--- config.mk ---
export PLATFORM = sky130hd
export DESIGN_NAME = ia_color_centroid
export DESIGN_NICKNAME = d
export VERILOG_FILES = /design/src/rtl/ia_pkg.sv /design/src/rtl/ia_seq_divider.sv /design/src/rtl/ia_color_centroid.sv
export SDC_FILE = /design/constraint.sdc
export NUM_CORES = 1
export LEC_CHECK = 0
export CAP_MARGIN = 0
export CORE_ASPECT_RATIO = 0.7
export CORE_MARGIN = 4
export CORE_UTILIZATION = 58
export CTS_CLUSTER_DIAMETER = 30
export DETAILED_ROUTE_END_ITERATION = 6
export HOLD_SLACK_MARGIN = 0.05
export PLACE_DENSITY = 0.81
export SLEW_MARGIN = 0
export SYNTH_ARGS = -nofsm -noshare
export SYNTH_HDL_FRONTEND = slang
export SYNTH_SLANG_ARGS = --single-unit
--- constraint.sdc ---
create_clock -name i_clk -period 4.6 [get_ports i_clk]
set_input_delay 0.92 -clock i_clk [delete_from_list [all_inputs] [get_ports i_clk]]
set_output_delay 0.92 -clock i_clk [all_outputs]
set_load 0.05 [all_outputs]
--- src/rtl/ia_pkg.sv ---
// ia_pkg: image geometry, plane bases, FSM state encoding and range helper shared by the centroid block
package ia_pkg;
  localparam int IMG_W = 128;
  localparam int IMG_H = 128;
  localparam int PLANE_SIZE = 16384;
  localparam int IMG_WORDS = 49152;
  localparam logic [15:0] R_BASE = 16'd0;
  localparam logic [15:0] G_BASE = 16'd16384;
  localparam logic [15:0] B_BASE = 16'd32768;
  typedef enum logic [2:0] {
    S_IDLE  = 3'd0,
    S_SCAN  = 3'd1,
    S_DRAIN = 3'd2,
    S_DIVX  = 3'd3,
    S_DIVY  = 3'd4,
    S_DONE  = 3'd5
  } state_t;
  function automatic logic in_rng(input logic [9:0] v, input logic [9:0] lo, input logic [9:0] hi);
    return (v >= lo) && (v <= hi);
  endfunction
endpackage

--- src/rtl/ia_seq_divider.sv ---
// ia_seq_divider: restoring divider, 21-bit / 15-bit -> 7-bit quotient, 1 load + 21 iteration cycles
module ia_seq_divider (
  input  logic        i_clk,
  input  logic        i_rst,
  input  logic        i_start,
  input  logic [20:0] i_dividend,
  input  logic [14:0] i_divisor,
  output logic        o_busy,
  output logic        o_done,
  output logic [6:0]  o_quot
);
  logic [14:0] rem;
  logic [20:0] dq;
  logic [4:0]  cnt;
  logic [15:0] rem_s;
  logic        ge;
  assign rem_s = {rem, dq[20]};
  assign ge = rem_s >= {1'b0, i_divisor};
  assign o_done = o_busy && cnt == 5'd20;
  assign o_quot = dq[6:0];
  // load on start, then shift one quotient bit into dq per cycle; o_done marks the last iteration
  always_ff @(posedge i_clk) begin
    if (i_rst) begin
      rem <= '0;
      dq <= '0;
      cnt <= '0;
      o_busy <= 1'b0;
    end else if (i_start) begin
      rem <= '0;
      dq <= i_dividend;
      cnt <= '0;
      o_busy <= 1'b1;
    end else if (o_busy) begin
      rem <= 15'(ge ? rem_s - {1'b0, i_divisor} : rem_s);
      dq <= {dq[19:0], ge};
      cnt <= cnt + 5'd1;
      o_busy <= !o_done;
    end
  end
endmodule

--- src/rtl/ia_color_centroid.sv ---
// ia_color_centroid: colour-threshold scan of the 128x128x3 buffer, centroid via shared divider; bbox trackers under IA_CENTROID_BBOX_EN
module ia_color_centroid
  import ia_pkg::*;
#(
  parameter logic [9:0] R_MIN = 10'd600,
  parameter logic [9:0] R_MAX = 10'd1023,
  parameter logic [9:0] G_MIN = 10'd0,
  parameter logic [9:0] G_MAX = 10'd300,
  parameter logic [9:0] B_MIN = 10'd0,
  parameter logic [9:0] B_MAX = 10'd300,
  parameter int unsigned MIN_PIXELS = 16
) (
  input  logic        i_clk,
  input  logic        i_rst,
  input  logic        i_start,
  output logic        o_busy,
  output logic        o_rd_en,
  output logic [15:0] o_rd_addr,
  input  logic [9:0]  i_rd_data,
  output logic        o_valid,
  output logic        o_found,
  output logic [14:0] o_count,
  output logic [6:0]  o_cx,
  output logic [6:0]  o_cy,
  output logic [6:0]  o_xmin,
  output logic [6:0]  o_xmax,
  output logic [6:0]  o_ymin,
  output logic [6:0]  o_ymax
);
  state_t state, state_nx;
  logic [1:0]  ch, ch_d;
  logic [13:0] p, p_d;
  logic        v_d;
  logic [9:0]  r_h, g_h;
  logic [14:0] count, cnt_nx;
  logic [20:0] sum_x, sum_y;
  logic        found_r, found_c;
  logic [6:0]  cx_r, px, py, div_q;
  logic        accept, last, hit, div_start, div_done, div_busy;
  assign accept = state == S_IDLE && i_start && !o_valid;
  assign last = ch == 2'd2 && p == 14'h3FFF;
  assign px = p_d[6:0];
  assign py = p_d[13:7];
  assign hit = v_d && ch_d == 2'd2 && in_rng(r_h, R_MIN, R_MAX) && in_rng(g_h, G_MIN, G_MAX) && in_rng(i_rd_data, B_MIN, B_MAX);
  assign cnt_nx = count + 15'(hit);
  assign found_c = cnt_nx != 15'd0 && 32'(cnt_nx) >= MIN_PIXELS;
  assign div_start = (state == S_DIVX || state == S_DIVY) && !div_busy;
  assign o_busy = state != S_IDLE;
  assign o_rd_en = state == S_SCAN;
  assign o_rd_addr = (ch == 2'd0 ? R_BASE : ch == 2'd1 ? G_BASE : B_BASE) + {2'b00, p};
  ia_seq_divider u_div (
    .i_clk      (i_clk),
    .i_rst      (i_rst),
    .i_start    (div_start),
    .i_dividend (state == S_DIVX ? sum_x : sum_y),
    .i_divisor  (count),
    .o_busy     (div_busy),
    .o_done     (div_done),
    .o_quot     (div_q)
  );
  // state register
  always_ff @(posedge i_clk) begin
    state <= i_rst ? S_IDLE : state_nx;
  end
  // next-state: scan all words, drain the last read, divide only when the object is found
  always_comb begin
    state_nx = state;
    case (state)
      S_IDLE:  state_nx = accept ? S_SCAN : S_IDLE;
      S_SCAN:  state_nx = last ? S_DRAIN : S_SCAN;
      S_DRAIN: state_nx = found_c ? S_DIVX : S_DONE;
      S_DIVX:  state_nx = div_done ? S_DIVY : S_DIVX;
      S_DIVY:  state_nx = div_done ? S_DONE : S_DIVY;
      S_DONE:  state_nx = S_IDLE;
      default: state_nx = S_IDLE;
    endcase
  end
  // read sequencing, R/G holding, match accumulation and the X quotient capture
  always_ff @(posedge i_clk) begin
    if (i_rst) begin
      ch <= '0;
      p <= '0;
      v_d <= 1'b0;
      ch_d <= '0;
      p_d <= '0;
      r_h <= '0;
      g_h <= '0;
      count <= '0;
      sum_x <= '0;
      sum_y <= '0;
      found_r <= 1'b0;
      cx_r <= '0;
    end else begin
      v_d <= o_rd_en;
      ch_d <= ch;
      p_d <= p;
      if (o_rd_en) begin
        ch <= ch == 2'd2 ? 2'd0 : ch + 2'd1;
        p <= ch == 2'd2 ? p + 14'd1 : p;
      end
      if (v_d && ch_d == 2'd0) r_h <= i_rd_data;
      if (v_d && ch_d == 2'd1) g_h <= i_rd_data;
      if (hit) begin
        count <= cnt_nx;
        sum_x <= sum_x + 21'(px);
        sum_y <= sum_y + 21'(py);
      end
      if (accept) begin
        ch <= '0;
        p <= '0;
        count <= '0;
        sum_x <= '0;
        sum_y <= '0;
      end
      if (state == S_DRAIN) found_r <= found_c;
      if (state == S_DIVY && div_start) cx_r <= div_q;
    end
  end
  // result registers, updated together with the o_valid pulse
  always_ff @(posedge i_clk) begin
    if (i_rst) begin
      o_valid <= 1'b0;
      o_found <= 1'b0;
      o_count <= '0;
      o_cx <= '0;
      o_cy <= '0;
    end else begin
      o_valid <= state == S_DONE;
      if (state == S_DONE) begin
        o_found <= found_r;
        o_count <= count;
        o_cx <= found_r ? cx_r : 7'd0;
        o_cy <= found_r ? div_q : 7'd0;
      end
    end
  end
`ifdef IA_CENTROID_BBOX_EN
  logic [6:0] xmin, xmax, ymin, ymax;
  // bounding-box trackers, preset to an empty box when a scan is accepted
  always_ff @(posedge i_clk) begin
    if (i_rst) begin
      xmin <= '0;
      xmax <= '0;
      ymin <= '0;
      ymax <= '0;
    end else if (accept) begin
      xmin <= 7'd127;
      xmax <= 7'd0;
      ymin <= 7'd127;
      ymax <= 7'd0;
    end else if (hit) begin
      xmin <= px < xmin ? px : xmin;
      xmax <= px > xmax ? px : xmax;
      ymin <= py < ymin ? py : ymin;
      ymax <= py > ymax ? py : ymax;
    end
  end
  // bbox outputs, zero when nothing was found
  always_ff @(posedge i_clk) begin
    if (i_rst) begin
      o_xmin <= '0;
      o_xmax <= '0;
      o_ymin <= '0;
      o_ymax <= '0;
    end else if (state == S_DONE) begin
      o_xmin <= found_r ? xmin : 7'd0;
      o_xmax <= found_r ? xmax : 7'd0;
      o_ymin <= found_r ? ymin : 7'd0;
      o_ymax <= found_r ? ymax : 7'd0;
    end
  end
`else
  assign o_xmin = '0;
  assign o_xmax = '0;
  assign o_ymin = '0;
  assign o_ymax = '0;
`endif
endmodule

# After elaboration in Yosys (flattened, before gate mapping)
# Cells that the tools add are included.
totals:
  reg_bits: 194
  out_inout_bits: 77
  wordCells: 95
op_classes:
  add_sub_neg: 8
  magnitude_cmp: 8
  eq_ne: 11
  n_mux: 17
  reduce_logical: 29
ops:
  columns: ["op", "n"]
  rows:
  - ["two-way mux 21 bit", 3]
  - ["adder 21 x 7 -> 21 bit", 2]
  - ["two-way mux 16 bit", 2]
  - [">= comparator 10 x 1 -> 1 bit (second input constant)", 2]
  - ["<= comparator 10 x 9 -> 1 bit (second input constant)", 2]
  - ["adder 16 x 14 -> 16 bit", 1]
  - [">= comparator 16 x 15 -> 1 bit", 1]
  - ["logical AND 1 bit", 16]
  - ["adder 15 x 1 -> 15 bit", 1]
  - [">= comparator 15 x 5 -> 1 bit (second input constant)", 1]
  - ["two-way mux 15 bit", 1]
  - ["one-hot mux 3 bit (5 select lines)", 1]
  - ["nonzero test 15 bit", 1]
  - ["subtractor 15 bit", 1]
  - ["adder 14 x 1 -> 14 bit (second input constant)", 1]
  - ["equality test 14 bit (second input constant)", 1]
  - ["two-way mux 7 bit", 2]
  - [">= comparator 10 bit (second input constant)", 1]
  - ["<= comparator 10 bit (second input constant)", 1]
  - ["equality test 3 x 2 -> 1 bit (second input constant)", 2]
  - ["equality test 3 bit (second input constant)", 2]
  - ["two-way mux 3 bit", 2]
  - ["adder 5 x 1 -> 5 bit (second input constant)", 1]
  - ["equality test 5 bit (second input constant)", 1]
  - ["other kinds (14)", 24]

# Depth between registers and ports, before layout
# Gate-level depths: netlist (run 1).
logic_depth:
  word_depth: 10
  ltp_mapped: 17

# Modules after synthesis
# A second synthesis (run 1) with hierarchy kept.
unflattened:
  hier_cells: 1224
  hier_area_um2: 10079.7
by_module_without_submodules:
  columns: ["module", "instances", "cells_per_inst", "area_each_um2", "seq_area_each_um2"]
  rows:
  - ["ia_color_centroid", 1, 866, 7239.4, 2982.9]
  - ["ia_seq_divider", 1, 358, 2840.2, 840.8]

# Worst setup path after synthesis (run 1)
# Ideal clock, no wire load.
synth_timing:
  path_kind: "input to register"
  from: "input i_rd_data[9]"
  to: "register state[1]"
  setup_ps: 101
  t_arrival_ps: 4178
  t_required_ps: 4499
  setup_slack_ps: 321
  stages: 17
  n_path_buf: 3
  cell_sequence: "nor4b_2 nand3_1 or3_1 or2_1 clkbuf_1 inv_1 buf_1 ha_1 ha_1 and3_1 clkbuf_1 xnor2_1 and4_1 o221ai_1 o21ai_0 or3b_2 o41ai_1"
synth_between:
  elab_chain_len: 8
  word_cells_on_any_way: 10
  classes_between: "1 x add/sub; 3 x order compare; 2 x mux; 4 x reduce/logical"
synth_lines:
  columns: ["item", "line_no", "source"]
  rows:
  - ["start, declared", "ia_color_centroid.sv:19", "input logic [9:0] i_rd_data,"]
  - [">= comparator 10 x 1 -> 1 bit or <= comparator 10 x 9 -> 1 bit (tied branches)", "ia_pkg.sv:19", "return (v >= lo) && (v <= hi);"]
  - ["logical AND 1 bit *", "ia_pkg.sv:19", null]
  - ["logical AND 1 bit *", "ia_color_centroid.sv:44", "assign hit = v_d && ch_d == 2'd2 && in_rng(r_h, R_MIN, R_MAX) && in_rng(g_h, G_MIN, G_MAX) && in_rng(i_rd_data ..."]
  - ["adder 15 x 1 -> 15 bit *", "ia_color_centroid.sv:45", "assign cnt_nx = count + 15'(hit);"]
  - [">= comparator 15 x 5 -> 1 bit or nonzero test 15 bit (tied branches)", "ia_color_centroid.sv:46", "assign found_c = cnt_nx != 15'd0 && 32'(cnt_nx) >= MIN_PIXELS;"]
  - ["logical AND 1 bit *", "ia_color_centroid.sv:46", null]
  - ["two-way mux 3 bit *", "ia_color_centroid.sv:71", "S_DRAIN: state_nx = found_c ? S_DIVX : S_DONE;"]
  - ["one-hot mux 3 bit (5 select lines) *", "ia_color_centroid.sv:68", "case (state)"]
  - ["end signal, assigned", "ia_color_centroid.sv:63", "state <= i_rst ? S_IDLE : state_nx;"]
  - ["end, declared", "ia_color_centroid.sv:30", "state_t state, state_nx;"]
# Mark *: on every way between the ends. The rest lies on a longest branch, timed or not.
# A chain may end at the register's enable or synchronous reset.

# Worst setup path after layout (run 1)
layout_timing:
  from: "input i_rd_data[6]"
  to: "register state[1]"
# Same word-level chain as after synthesis.

==> impl_results.md, run 1 <==
* Yosys cell types at 67
* Die height at about 110 µm
* # hold bufs at CTS at 0
* Post-Route Utilization at 67.6%
* Number of vias per cell at 5.80
* First-pass GRT wire length at 36.9 mm
* RSZ-0062 raised after global routing: no
* TritonRoute pass-1 iters at 7
* Clock tree sinks at 191
* Top FF cell, synth: dfxtp_1
* Post-synth EDFFs at 0
* Area leader, netlist: dfxtp_1
* Placed cell area at about 0.01 mm²
* Die span in x at between 150 and 200 µm
* Worst-case setup margin in the final layout at 447 ps
* # port buffers at 61
* # diodes at 0
* # setup viols final at 0
* Switching Fraction at 25.0%
* Fillers at 1255
* Pre-CTS WS at roughly 86 ps
* Status: finished, final reports clean
* Max-slew headroom at roughly 23%
* Row count at 38
* Syn Std Cell Area at between 0.009 and 0.01 mm²
* Fin crit share at 90.3%
* Pin count of the biggest net entering global routing at 104
* WL final at 22.2 mm
* Ports at 90
* P_sw at about 0.82 mW
* Power share of the sequential group at approximately half
* Post-route cell area at 0.0106 mm²
* Fmax at ~240 MHz
* Worst Skew at 8.38 ps
* HP Class: flop to flop
* Vias at 7981
* WP data required at 4920 ps
* Cell Pwr Density at about 310 mW/mm²
* Clk slew on worst S/H paths at 70 ps
* Max Cap Violations at 0
* Least-Margin Pin Slew at around 1200 ps
* P_leak at 3.91 nW
* GRT Residual Overflow at 0
* GR Util All Layers at between 20% and 30%
* Nets@finish at 1193
* # Post-CTS Setup Buffers at 0
* DRC viols at 0
* Clock group share of total power at a little under half
* Pins Over Slew Limit at 0
* Total core area at 0.0157 mm²
* HPWL reported at the end of detailed placement at 15.2 mm
* Crit path kind: input port to flop
* CTS tree: built
* Final hold viol count at 0
* Die area at between 0.015 and 0.02 mm²
* VDD IR max at between 0.2 and 0.25 mV
* Hold_ws at 456 ps
* GP Congestion at 0.919
* Async S/R FF share, synth at 0%
* TNS Setup at 0 ps
* Gate power share at 4.3%
* Vias in the first global route at 7201
* Root Buffer: clkbuf_16
* Top cell type's share of synthesized area at 40.4%
* Crit path max fanout at 7
* Antenna violations before repair at 0
* CTS resizes at 0
* Syn Area/Cell at 8.46 µm²
* Initial Util at 60.1%
* Crit path DAT at 4480 ps
* Area growth, synth to finish at 12.6%
* Post-route ant nets at 0
* Drt first-iter violations at 833
* Number of CTS-inserted buffers at 17
* Seq cells post-synth at 191
* Fin crit period at 4150 ps
* Register area share after synthesis at roughly two fifths
* Pint at 2.47 mW
* Clock buffer depth at 2
* Cell with the most instances after synthesis: dfxtp_1
* CP startpoint kind: input port
* Layout cells sized above 1 at 7.09%
* Area contributors post-synth: dfxtp_1 (40%), nor2_1 (5.4%), ha_1 (4.5%), nand2_1 (4.4%), xnor2_1 (4.4%)
* Post-synthesis cell count at between 1k and 1.5k
* WL/cell at 16.1 µm
* Yosys warning count at 0
* Max H-tree Level at 4
* Clock Latency Late Sink at 430 ps
* Critical path endpoint category: flop
* Top cells by count, synth: dfxtp_1 (191), nor2_1 (135), nand2_1 (111)
## cells by family after synthesis
kind of cell	share of synthesized area (%)
AOI/OAI and AO/OA	13.9
xor gates and xnor gates	6.11
buffers and inverters	6.86
muxes	5.64
adders and majority gates	5.14
DFF	40.4
other	0.0397
and+or+nand+nor	21.9
## metrics by stage
step / cells / total power, mW
6_report: 1376 / 3.29
5_1_grt: 1376 / 3.39
4_1_cts: 1376 / 3.30
3_5_place_dp: 1344 / 1.84
3_3_place_gp: 1344 / 1.84
2_1_floorplan: 1145 / 1.83
## power by group through the flow
| stage | clock (mW) | sequential [mW] | combinational (mW) |
|---|---|---|---|
| 6_report | 1.48 | 1.66 | 0.141 |
| 5_1_grt | 1.57 | 1.66 | 0.150 |
| 4_1_cts | 1.50 | 1.66 | 0.140 |
| 3_5_place_dp | 0 | 1.70 | 0.139 |
| 3_3_place_gp | 0 | 1.70 | 0.138 |
| 2_1_floorplan | 0 | 1.70 | 0.130 |
## cell type report
class / instances / area, µm² / area share, %
multi-input cells: 819 / 5100 / 47.9
flip-flops and latches: 191 / 3820 / 35.9
repair buffers: 73 / 698 / 6.56
clock buffers: 18 / 429 / 4.03
well taps: 220 / 275 / 2.59
clock inverters: 14 / 165 / 1.55
inverters: 41 / 154 / 1.45
## cell usage in the layout (no fill, tap or decap), types with 4 or more instances in the layout
cell and n:
inv_1 39, a21oi_1 80, o21ai_0 43, mux2i_1 33
nor4_1 6, mux2_2 18, and4_1 6, clkbuf_16 17
inv_8 6, or3_1 11, a21o_1 8, nor3_1 34
ha_1 34, dfxtp_1 191, conb_1 28, nor2b_1 23
a211oi_1 13, or2_2 4, xor2_1 19, inv_6 4
nor3_2 4, nand3b_1 4, xnor2_1 47, a222oi_1 21
nor2_1 135, nand4_1 16, clkdlybuf4s50_1 60, and2_1 4
nand2b_1 4, and3_1 9, o211ai_1 5, nand3_1 44
o21a_1 5, buf_4 13, nand2_1 111
## routing by layer
layer  global-route usage (%)  part of all wire, %  wire length (µm)  up-vias
met1                     37.5                   50             11100     3743
met4                     6.70                  1.5               328        0
met3                     4.98                  7.7              1700       27
li1                         -                    -                 -     3899
met5                        0                    0                 0        -
met2                     34.0                   41              9030      312
## sequential cells by signal, summed over array words and instances, names as in the netlist, 3 cells and up
| name | count |
|---|---|
| count | 15 |
| cx_r | 7 |
| g_h | 10 |
| o_count | 15 |
| o_cx | 7 |
| o_cy | 7 |
| p | 14 |
| p_d | 14 |
| r_h | 7 |
| state | 3 |
| sum_x | 21 |
| sum_y | 21 |
| u_div.cnt | 5 |
| u_div.dq | 21 |
| u_div.rem | 15 |
## path summary, 6_finish.rpt
check	startpoint	end	slack [ps]	cells past startpoint
setup / recovery	i_rd_data[6]	state[1]	450	15
hold / removal	o_count[2]	o_count[2]	460	2
setup reg to reg	g_h[9]	state[1]	1080	14
hold reg to reg	o_count[2]	o_count[2]	460	2
## critical path, stage by stage
cell and delay [ps]:
clkdlybuf4s50_1 470, o31ai_1 260, a21oi_1 70, or3_1 430, or2_1 260, inv_1 80, ha_1 200, ha_1 210
and3_1 330, xnor2_1 100, and4_1 200, o221ai_1 230, o21ai_0 160, or3b_2 480, o41ai_1 70
Note: power is estimated with default switching activity, not from simulation.
==> run 2, diff against run 1 <==
Settings changed: CAP_MARGIN 0 to 20.
==> run 2 against run 1 <==
Combinational power hardly changed. Sequential power hardly changed. Sequential share of layout area is 0.16 points lower. Non-clock buffer count is 1 higher. Final cell count hardly changed. Clock power is 4% higher. Clock skew is 3.4 ps higher. First-iteration DRC count is 2.6% higher. Routed wire length is 0.35% higher. Critical path type unchanged. Critical endpoint unchanged. Largest cell class unchanged. Largest power group unchanged. Highest routed layer unchanged.
==> impl_results.md, run 2 (synthesis gave the netlist of run 1 again) <==
* # diodes at 0 (unchanged)
* TritonRoute pass-1 iters at 7 (unchanged)
* Post-Place Cells at 1345 (+0.074%)
* Clock Latency Late Sink at 440 ps (about the same)
* Post-route ant nets at 0 (unchanged)
* # setup viols final at 0 (unchanged)
* DRC viols at 0 (unchanged)
* Fmax at 239 MHz (-0.77%)
* Area growth, synth to finish at 13.1%
* TNS Setup at 0 ps (unchanged)
* R2R depth at 14 (unchanged)
* Most frequent cells in the layout: dfxtp_1 (191), nor2_1 (135), nand2_1 (111)
* RSZ-0062 raised after global routing: no
* # port buffers at 61 (unchanged)
* HP Class: flop to flop
* Multi-input combinational cell area at 0.00510 mm² (unchanged)
* Ports at 90 (unchanged)
* Nets@finish at 1194 (+0.084%)
* Vias at 8001 (+0.25%)
* GP Congestion at 0.919 (unchanged)
* Die height at 115 µm (unchanged)
* CTS resizes at 0 (unchanged)
* Top flop regs: sum_x: 21 flops, sum_y: 21 flops, u_div.dq: 21 flops
* GR Util All Layers at 24.1% (-0.13 points)
* GRT Residual Overflow at 0 (unchanged)
* P_leak at 3.94 nW (+0.65%)
* Die span in x at 161 µm (unchanged)
* CTS tree: built
* First-pass GRT wire length at 36.7 mm (-0.43%)
* Max-slew headroom at 29.1% (+6.2 points)
* Number of CTS-inserted buffers at 17 (unchanged)
* WL/cell at 16.1 µm (+0.28%)
* Number of vias per cell at 5.81 (+0.18%)
* Hold path cells at 2 (unchanged)
* Die area at 0.0184 mm² (unchanged)
* Status: finished, final reports clean
* Fin crit period at 4180 ps (+32.1 ps)
* Root Buffer: clkbuf_16
* Clock tree sinks at 191 (unchanged)
* Clk slew on worst S/H paths at 70 ps (about the same)
* Fillers at 1223 (-2.5%)
* WP data required at 4940 ps (+20 ps)
* Max H-tree Level at 4 (unchanged)
* Crit path kind: input port to flop
* Worst Skew at 11.7 ps (+3.36 ps)
* FF/Latch Area at 0.00382 mm² (unchanged)
* Worst r2r src: g_h[9]
* Fin crit share at 91.0% (+0.70 points)
* Row count at 38 (unchanged)
* Crit path max fanout at 7 (unchanged)
* Cell Pwr Density at 313 mW/mm² (+1.2%)
* Antenna violations before repair at 0 (unchanged)
* Max Cap Violations at 0 (unchanged)
* Final hold viol count at 0 (unchanged)
* Pins Over Slew Limit at 0 (unchanged)
* VDD IR max at 0.233 mV (+0.84%)
* WL final at 22.2 mm (+0.35%)
* Clock buffer depth at 2 (unchanged)
* CP startpoint kind: input port
* Drt first-iter violations at 855 (+2.6%)
* Most common cell after layout, fill and taps aside: dfxtp_1
* Least-Margin Pin Slew at 1060 ps (-91.8 ps)
* # hold bufs at CTS at 0 (unchanged)
* Worst Setup SP: i_rd_data[9]
* # Post-CTS Setup Buffers at 0 (unchanged)
* Total core area at 0.0157 mm² (unchanged)
* HPWL reported at the end of detailed placement at 15.2 mm (about the same)
* Pin count of the biggest net entering global routing at 104 (unchanged)
* Crit path DAT at 4520 ps (+40 ps)
* Hold Startpoint: o_cx[5]
* Finished Layout Cells at 1377 (+0.073%)
* Critical path endpoint category: flop
* Layout cells sized above 1 at 7.26% (+0.17 points)
* Vias in the first global route at 7117 (-1.2%)
* Initial Util at 60.1% (unchanged)
-- run 2: routing by layer --
layer	vias to the layer above	GRT usage (%)	wire length, µm
met5	-	0	0
met4	0	4.47	196
met3	20	6.23	2120
met2	350	34.0	9170
met1	3737	37.3	10700
li1	3894	-	-
-- run 2: final timing paths --
check,end,slack (ps)
worst max-delay path,state[1],420
worst min-delay path,o_cx[5],450
worst max register to register,state[1],1050
worst min register to register,o_cx[5],450
-- run 2: worst max-delay path, stage by stage --
cell             delay, ps
clkdlybuf4s50_1        470
nor4b_2                270
nand3_1                110
or3_1                  420
or2_1                  260
inv_1                   80
ha_1                   200
ha_1                   200
and3_1                 340
xnor2_1                100
and4_1                 200
o221ai_1               230
o21ai_0                160
or3b_2                 480
o41ai_1                 70
-- run 2: power by group --
part	internal, mW	leakage, nW	switching, mW
combinational	0.0283	2.09	0.113
sequential	1.66	1.54	0.00608
clock	0.807	0.308	0.731
total	2.49	3.94	0.849
-- run 2: final cells by class --
class                      instances  area share (%)
multi-input combinational        819            47.7
timing repair buffer              74            6.67
clock buffer                      18            4.11
tap                              220            2.57
inverter                          41            1.44
sequential                       191            35.8
clock inverter                    14            1.77
-- run 2: per-stage QoR --
stage	setup slack [ps]	cell area, µm²	power [mW]	hold slack [ps]	util, %
detailed placement	83.1	10100	1.84	445	63.9
global route	173	10700	3.45	471	67.9
floorplan	321	9560	1.83	445	-
global placement	175	10000	1.84	438	63.8
CTS	456	10700	3.35	454	67.9
finish	415	10700	3.34	452	67.9
==> run 3, diff against run 2 <==
Settings changed: TNS_END_PERCENT set to 50.
==> results of run 3 <==
No change in the layout: final DEF, timing and power equal those of run 2.
